File: config.mk
export PLATFORM = sky130hd
export DESIGN_NAME = tone_period_meter
export DESIGN_NICKNAME = d
export VERILOG_FILES = /design/src/rtl/tone_period_meter.sv
export SDC_FILE = /design/constraint.sdc
export NUM_CORES = 1
export LEC_CHECK = 0
export ABC_AREA = 0
export ABC_CLOCK_PERIOD_IN_PS = 3900
export CAP_MARGIN = 20
export CORE_MARGIN = 2
export CORE_UTILIZATION = 56
export CTS_CLUSTER_SIZE = 14
export DETAILED_ROUTE_END_ITERATION = 10
export PLACE_DENSITY_LB_ADDON = 0.2
export SETUP_SLACK_MARGIN = 0.15
export SYNTH_ARGS = -nofsm -noshare
export SYNTH_HDL_FRONTEND = slang
export SYNTH_SLANG_ARGS = --single-unit
File: constraint.sdc
create_clock -name clk -period 3.9 [get_ports clk]
set_clock_uncertainty 0.2 [all_clocks]
set_input_delay 0.975 -clock clk [delete_from_list [all_inputs] [get_ports clk]]
set_output_delay 0.975 -clock clk [all_outputs]
set_load 0.03 [all_outputs]
File: src/rtl/tone_period_meter.sv
// Half-period meter for a square-wave tone. It counts clocks between input edges
// and reports each interval, together with lock and loss-of-signal flags.
//   state | meaning
//   IDLE  | no tone present, waiting for a first edge
//   ARMED | one edge seen, the next edge gives the first interval
//   TRACK | measuring on every edge and comparing with the previous interval
module tone_period_meter #(
  parameter int WIDTH      = 32,
  parameter int TIMEOUT    = 50_000_000,
  parameter int LOCK_COUNT = 4,
  parameter int TOL        = 2
) (
  input  logic             clk,
  input  logic             rst_n,
  input  logic             sound_in,
  output logic [WIDTH-1:0] half_period,
  output logic             meas_valid,
  output logic             locked,
  output logic             no_signal
);

  localparam logic [1:0] S_IDLE  = 2'd0;
  localparam logic [1:0] S_ARMED = 2'd1;
  localparam logic [1:0] S_TRACK = 2'd2;

  localparam int MW = $clog2(LOCK_COUNT + 1);
  localparam logic [WIDTH-1:0] TIMEOUT_W = WIDTH'(TIMEOUT);
  localparam logic [WIDTH-1:0] TOL_W     = WIDTH'(TOL);
  localparam logic [MW-1:0]    LOCK_W    = MW'(LOCK_COUNT);

  logic             sync1, sync2, sync3;
  logic             edge_det;
  logic             timeout;
  logic [1:0]       state, state_nx;
  logic [WIDTH-1:0] cnt;
  logic [WIDTH-1:0] prev, prev_nx;
  logic [WIDTH-1:0] half_nx;
  logic [WIDTH-1:0] diff;
  logic [MW-1:0]    match_cnt, match_nx;
  logic             valid_nx;

  assign edge_det = sync2 ^ sync3;
  assign timeout  = (cnt == TIMEOUT_W);
  assign diff     = (cnt >= prev) ? (cnt - prev) : (prev - cnt);

  always_comb begin
    state_nx = state;
    half_nx  = half_period;
    valid_nx = 1'b0;
    prev_nx  = prev;
    match_nx = match_cnt;
    if (timeout) begin
      // An edge landing in the timeout cycle starts a fresh acquisition.
      state_nx = edge_det ? S_ARMED : S_IDLE;
      half_nx  = '0;
      match_nx = '0;
    end else if (edge_det) begin
      case (state)
        S_IDLE: state_nx = S_ARMED;
        S_ARMED: begin
          half_nx  = cnt;
          valid_nx = 1'b1;
          prev_nx  = cnt;
          match_nx = '0;
          state_nx = S_TRACK;
        end
        S_TRACK: begin
          half_nx  = cnt;
          valid_nx = 1'b1;
          prev_nx  = cnt;
          if (diff <= TOL_W) begin
            if (match_cnt != LOCK_W) match_nx = match_cnt + MW'(1);
          end else begin
            match_nx = '0;
          end
        end
        default: state_nx = S_IDLE;
      endcase
    end
  end

  always_ff @(posedge clk or negedge rst_n) begin
    if (!rst_n) begin
      sync1       <= 1'b0;
      sync2       <= 1'b0;
      sync3       <= 1'b0;
      cnt         <= '0;
      state       <= S_IDLE;
      prev        <= '0;
      match_cnt   <= '0;
      half_period <= '0;
      meas_valid  <= 1'b0;
      locked      <= 1'b0;
      no_signal   <= 1'b1;
    end else begin
      sync1 <= sound_in;
      sync2 <= sync1;
      sync3 <= sync2;
      // Restarting at 1 makes the count seen on the next edge equal the interval.
      if (edge_det)
        cnt <= WIDTH'(1);
      else if (!timeout)
        cnt <= cnt + WIDTH'(1);
      state       <= state_nx;
      prev        <= prev_nx;
      match_cnt   <= match_nx;
      half_period <= half_nx;
      meas_valid  <= valid_nx;
      locked      <= (state_nx == S_TRACK) && (match_nx == LOCK_W);
      no_signal   <= (state_nx != S_TRACK);
    end
  end

endmodule
## Word-level counts from Yosys, hierarchy flattened

Cells that the tools add are included.

| operators by class | value |
|---|---|
| $add $sub $neg | 4 |
| muxes and demuxes | 18 |
| reductions and logical operators | 7 |
| eq/ne operators | 8 |
| bitwise logic cells | 2 |
| $lt $le $gt $ge | 2 |

Operators by type and width:

| cell | count |
|---|---|
| 32-bit two-way mux | 6 |
| 32-bit subtractor | 2 |
| 32-bit by 1-bit adder with 32-bit output (second input constant) | 1 |
| 32-bit by 26-bit equality test with 1-bit output (second input constant) | 1 |
| 32-bit >= comparator | 1 |
| 32-bit by 2-bit less-or-equal comparator with 1-bit output (second input constant) | 1 |
| 3-bit two-way mux | 4 |
| 2-bit one-hot mux with 3 select lines | 1 |
| 3-bit one-hot mux with 2 select lines | 1 |
| 2-bit equality test (second input constant) | 2 |
| 1-bit two-way mux | 4 |
| 2-bit two-way mux | 2 |
| 2-bit != test (second input constant) | 2 |
| 2-bit nonzero test | 2 |
| 3-bit by 1-bit adder with 3-bit output (second input constant) | 1 |
| 3-bit equality test (second input constant) | 1 |
| 3-bit != test (second input constant) | 1 |
| 3-bit AND reduction | 1 |
| 2-bit by 1-bit equality test with 1-bit output (second input constant) | 1 |
| 2-bit logical NOT | 1 |
| 2-bit AND reduction | 1 |
| 2-bit OR reduction | 1 |
| 1-bit logical AND | 1 |
| 1-bit NOT | 1 |
| 1-bit XOR | 1 |

| storage, ports and cells | value |
|---|---|
| register bits after elaboration | 107 |
| output and inout port bits | 35 |
| logic and storage cells | 52 |

## Logic depth before layout (Yosys ltp)

| depth | value |
|---|---|
| word-level depth | 9 |
| mapped depth | 17 |
| depth with buffers taken out | 14 |

## Worst setup path after synthesis

No wires, ideal clock.

| timing path | value |
|---|---|
| kind | register to register |
| start | reg cnt[0] |
| end | reg locked |
| setup slack | 0.153 ns |
| stages on the path, launching flop included | 16 |
| arrival | 3.467 ns |
| clock period less this slack | 3.747 ns |
| setup time | 0.080 ns |
| data required time | 3.620 ns |
| cell sequence | dfrtp_1 inv_1 ha_1 fa_1 nand2b_1 a21oi_1 o211ai_1 a31oi_1 nor3_1 buf_2 nor3_1 o211ai_1 or4_4 nor4b_4 a31oi_1 nor3_2 |

| on the way | value |
|---|---|
| cells in the longest elaborated chain, start to end | 9 |
| elaborated cells between the ends (all ways) | 14 |
| those cells by class | add/sub: 2; order compare: 2; eq/ne: 3; mux: 6; reduce/logical: 1 |

Ends and longest elaborated chain:

| what | line | source |
|---|---|---|
| from (decl) | 35 | `logic [WIDTH-1:0] cnt;` |
| from (signal assigned) | 103 | `cnt <= cnt + WIDTH'(1);` |
| 32-bit subtractor or 32-bit >= comparator (tied branches) | 44 | `assign diff = (cnt >= prev) ? (cnt - prev) : (prev - cnt);` |
| 32-bit two-way mux | 44 |  |
| 32-bit by 2-bit less-or-equal comparator with 1-bit output | 71 | `if (diff <= TOL_W) begin` |
| 3-bit two-way mux | 71 |  |
| 3-bit one-hot mux with 2 select lines | 58 | `case (state)` |
| 3-bit two-way mux | 57 | `end else if (edge_det) begin` |
| 3-bit two-way mux | 52 | `if (timeout) begin` |
| 3-bit equality test | 109 | `locked <= (state_nx == S_TRACK) && (match_nx == LOCK_W);` |
| 1-bit logical AND (*) | 109 |  |
| to (signal assigned) | 109 |  |
| to (decl) | 18 | `output logic locked,` |

Mark *: on every way between the ends. The rest lies on a longest branch, timed or not.
A chain may end at the register's enable or synchronous reset.

## Worst setup path in the final report

| timing path | value |
|---|---|
| start | reg cnt[27] |
| end | reg locked |

The elaborated chain is that of the path after synthesis.

==> results.sh <==
export IMPL_gp_congestion=1.02
export IMPL_core_mm2=0.0146
export IMPL_maxSlewViolCount=0
export IMPL_fin_ws_ps=55.1
export IMPL_synthAdderAreaFrac_pct=10.7
export IMPL_num_vias=8534
export IMPL_slew_headroom_pct=51.2
export IMPL_synthesis_area_mm2=0.00843
export IMPL_syn_area_per_cell_um2=7.92
export IMPL_yosysSeqAreaShare_pct=31.8
export IMPL_initial_core_util_pct=57.6
export IMPL_grt_max_degree=62
export IMPL_hold_class="reg2reg"
export IMPL_synthFlopType="dfrtp_1"
export IMPL_drc=0
export IMPL_grt_pass1_wl_mm=42.8
export IMPL_clk_latency_ps=360
export IMPL_cts_sinks=107
export IMPL_synth_cells=1064
export IMPL_vias_per_cell=6.18
export IMPL_clk_pin_slew_worst_paths_ps=80
export IMPL_synth_xor_area_share_pct=6.63
export IMPL_fmax_mhz=260
export IMPL_synth_top_family_by_area="compound AO/OA/AOI/OAI gates"
export IMPL_required_ps=3980
export IMPL_ant_nets=0
export IMPL_fp_dieArea_mm2=0.0161
export IMPL_area_growth_pct=23.8
export IMPL_place_inst=1349
export IMPL_end_kind="flop"
export IMPL_cp_arrival_ps=3930
export IMPL_hold_viol_final=0
export IMPL_placed_area_mm2=0.00970
export IMPL_yosys_area_share_simple_pct=21.6
export IMPL_ys_types=77
export IMPL_grtUsageTotal_pct=33.7
export IMPL_ir_worst_vdd_v=0.000474
export IMPL_max_slew_worst_pin_slew_ps=725
export IMPL_p_per_area_mw_per_mm2=529
export IMPL_antenna_found_initial=0
export IMPL_port_buffers=37
export IMPL_p_leak_nw=4.77
export IMPL_drive_gt1_share_pct=19.2
export IMPL_wire_per_inst_um=19.5
export IMPL_setup_violations=0
export IMPL_cts_buffer_depth=2
export IMPL_layout_nets=1265
export IMPL_worst_path_max_fanout=7
export IMPL_async_reset_ff_share_pct=100
export IMPL_crit_path_start_kind="flop"
export IMPL_design_area_mm2=0.0104
export IMPL_drtIter0Drc=886
export IMPL_yosys_warnings=0
export IMPL_num_rows=44
export IMPL_grt_remaining_overflow=0
export IMPL_synth_edf_count=0
export IMPL_rsz0062_at_grt="yes"
export IMPL_cts_tree="done"
export IMPL_cts_root_buffer="clkbuf_16"
export IMPL_synth_compound_area_share_pct=22.1
export IMPL_routed_wl_mm=26.9
export IMPL_drtPass1Iterations=5
export IMPL_outcome="completed"
export IMPL_pre_cts_ws_ps=-223
export IMPL_holdWs_ps=160
export IMPL_instances_no_fill=1380
export IMPL_die_y_um=127
export IMPL_cts_made_buffers=9
export IMPL_fin_crit_ps=3840
export IMPL_die_w_um=127
export IMPL_synthMuxAreaShare_pct=0.831
export IMPL_post_route_period_util_pct=98.6
export IMPL_finalPower_mw=5.52
export IMPL_grt_pass1_vias=7995
export IMPL_antenna_cells=0
export IMPL_io_pins=38
export IMPL_htree_levels=3
export IMPL_mappedNetlistNets=1138
export IMPL_max_cap_violations=0
export IMPL_post_dp_hpwl_mm=20.0
export IMPL_critPathKind="reg2reg"
export IMPL_yosys_register_bits=107
[sequential cells by signal, indices dropped and copies added (netlist names)]
register	cells
cnt	32
half_period	32
prev	32
match_cnt	3
state	2
locked	1
meas_valid	1
no_signal	1
sync1	1
sync2	1
sync3	1
[cell usage after synthesis (3+ instances only)]
library cell	instances	area, um^2
a211o_1	3	26.3
a211oi_1	15	113
a21boi_0	3	22.5
a21o_1	12	90.1
a21oi_1	102	510
a21oi_2	6	52.6
a31oi_1	12	75.1
and2_1	7	43.8
and3_1	8	50.1
and4_1	4	35.0
buf_1	4	15.0
buf_2	24	120
clkbuf_1	22	82.6
dfrtp_1	106	2650
ha_1	69	863
inv_1	75	282
mux2i_1	7	70.1
nand2_1	153	574
nand2b_1	12	75.1
nand3_1	20	100
nand4_1	22	138
nor2_1	86	323
nor2b_1	5	31.3
nor3_1	24	120
nor3b_1	3	22.5
nor4_1	10	62.6
nor4b_1	4	35.0
o211ai_1	6	45.0
o21a_1	17	128
o21ai_0	92	460
o21ai_1	4	20.0
o221ai_1	3	26.3
o31ai_1	5	37.5
or3_1	8	50.1
xnor2_1	47	412
xor2_1	15	131
[worst paths after layout]
| kind | depth (start not counted) | slack (ps) | startpoint | endpoint |
|---|---|---|---|---|
| worst max register to register | 13 | 60 | cnt[27]$_DFFE_PN0P_ | locked$_DFF_PN0_ |
| worst max-delay path | 13 | 60 | cnt[27]$_DFFE_PN0P_ | locked$_DFF_PN0_ |
| worst min register to register | 0 | 160 | sync1$_DFF_PN0_ | sync2$_DFF_PN0_ |
| min in group asynchronous | 1 | 430 | rst_n | match_cnt[0]$_DFF_PN0_ |
| max in group asynchronous | 2 | 2250 | rst_n | no_signal$_DFF_PN1_ |
| worst min-delay path | 0 | 160 | sync1$_DFF_PN0_ | sync2$_DFF_PN0_ |
[per-layer routing]
metal / routed length [um] / part of all wire (%) / global-route usage (%)
met2: 11600 / 43 / 49.0
met5: 0 / 0 / 0
met4: 654 / 2.4 / 10.5
met3: 2020 / 7.5 / 5.40
met1: 12600 / 47 / 51.6
[worst max-delay path, stage by stage (launching register included)]
cell	delay [ps]
dfrtp_1	350
inv_1	70
ha_1	400
a21oi_1	280
a21boi_2	290
o21ai_2	130
nor3_4	300
buf_6	170
mux2i_1	210
xnor2_1	90
or4_4	550
nor4b_4	370
a31oi_2	180
nor3_2	170
[stage by stage]
| step | utilization (%) | TNS, ps |
|---|---|---|
| floorplan | - | 0 |
| global placement | 66.2 | -62.5 |
| detailed placement | 66.2 | -454 |
| CTS | 69.9 | 0 |
| global route | 71.3 | -289 |
| finish | 71.3 | 0 |
[cells in the final DEF, fill, tap and decap left out, types with 13 or more instances in the layout]
| cell type | synthesis | final |
|---|---|---|
| a21oi_2 | 6 | 13 |
| xnor2_1 | 47 | 47 |
| xor2_1 | 15 | 15 |
| inv_1 | 75 | 73 |
| nand3_1 | 20 | 20 |
| o21ai_0 | 92 | 88 |
| nand2_1 | 153 | 152 |
| clkdlybuf4s50_1 | 0 | 36 |
| nor2_1 | 86 | 80 |
| a21oi_1 | 102 | 93 |
| dfrtp_1 | 106 | 106 |
| buf_4 | 1 | 131 |
| nor3_1 | 24 | 20 |
| ha_1 | 69 | 57 |
| o21a_1 | 17 | 17 |
| nand4_1 | 22 | 22 |
[power breakdown]
part | internal (mW) | total, mW | switching (mW)
sequential | 1.17 | 1.20 | 0.0347
clock | 0.480 | 0.926 | 0.447
combinational | 1.51 | 3.39 | 1.88
[cell type report]
| type | instances | area (um^2) |
|---|---|---|
| Multi-Input combinational cell | 828 | 5550 |
| Fill cell | 1170 | 4210 |
| Sequential cell | 107 | 2680 |
| Timing Repair Buffer | 170 | 1400 |
| Inverter | 75 | 282 |
| Clock buffer | 11 | 253 |
| Tap cell | 184 | 230 |
| Clock inverter | 5 | 45.0 |
[cell families after synthesis]
logic type	count (synthesis)
AND/OR/NAND/NOR	380
buffers and inverters	129
multiplexers	7
flip-flops	107
adder cells (fa/ha/maj)	71
XOR/XNOR	63
AO/OA/AOI/OAI	307
[timing repair]
item / 4_1_cts / 5_1_grt
pin swaps: 17 / 13
hold buffers: 0 / 0
endpoints found under the setup margin: 4 / 4
gates resized for setup: 37 / 34
buffers inserted: 10 / 5
No activity file was read; power rests on OpenSTA's default activity.
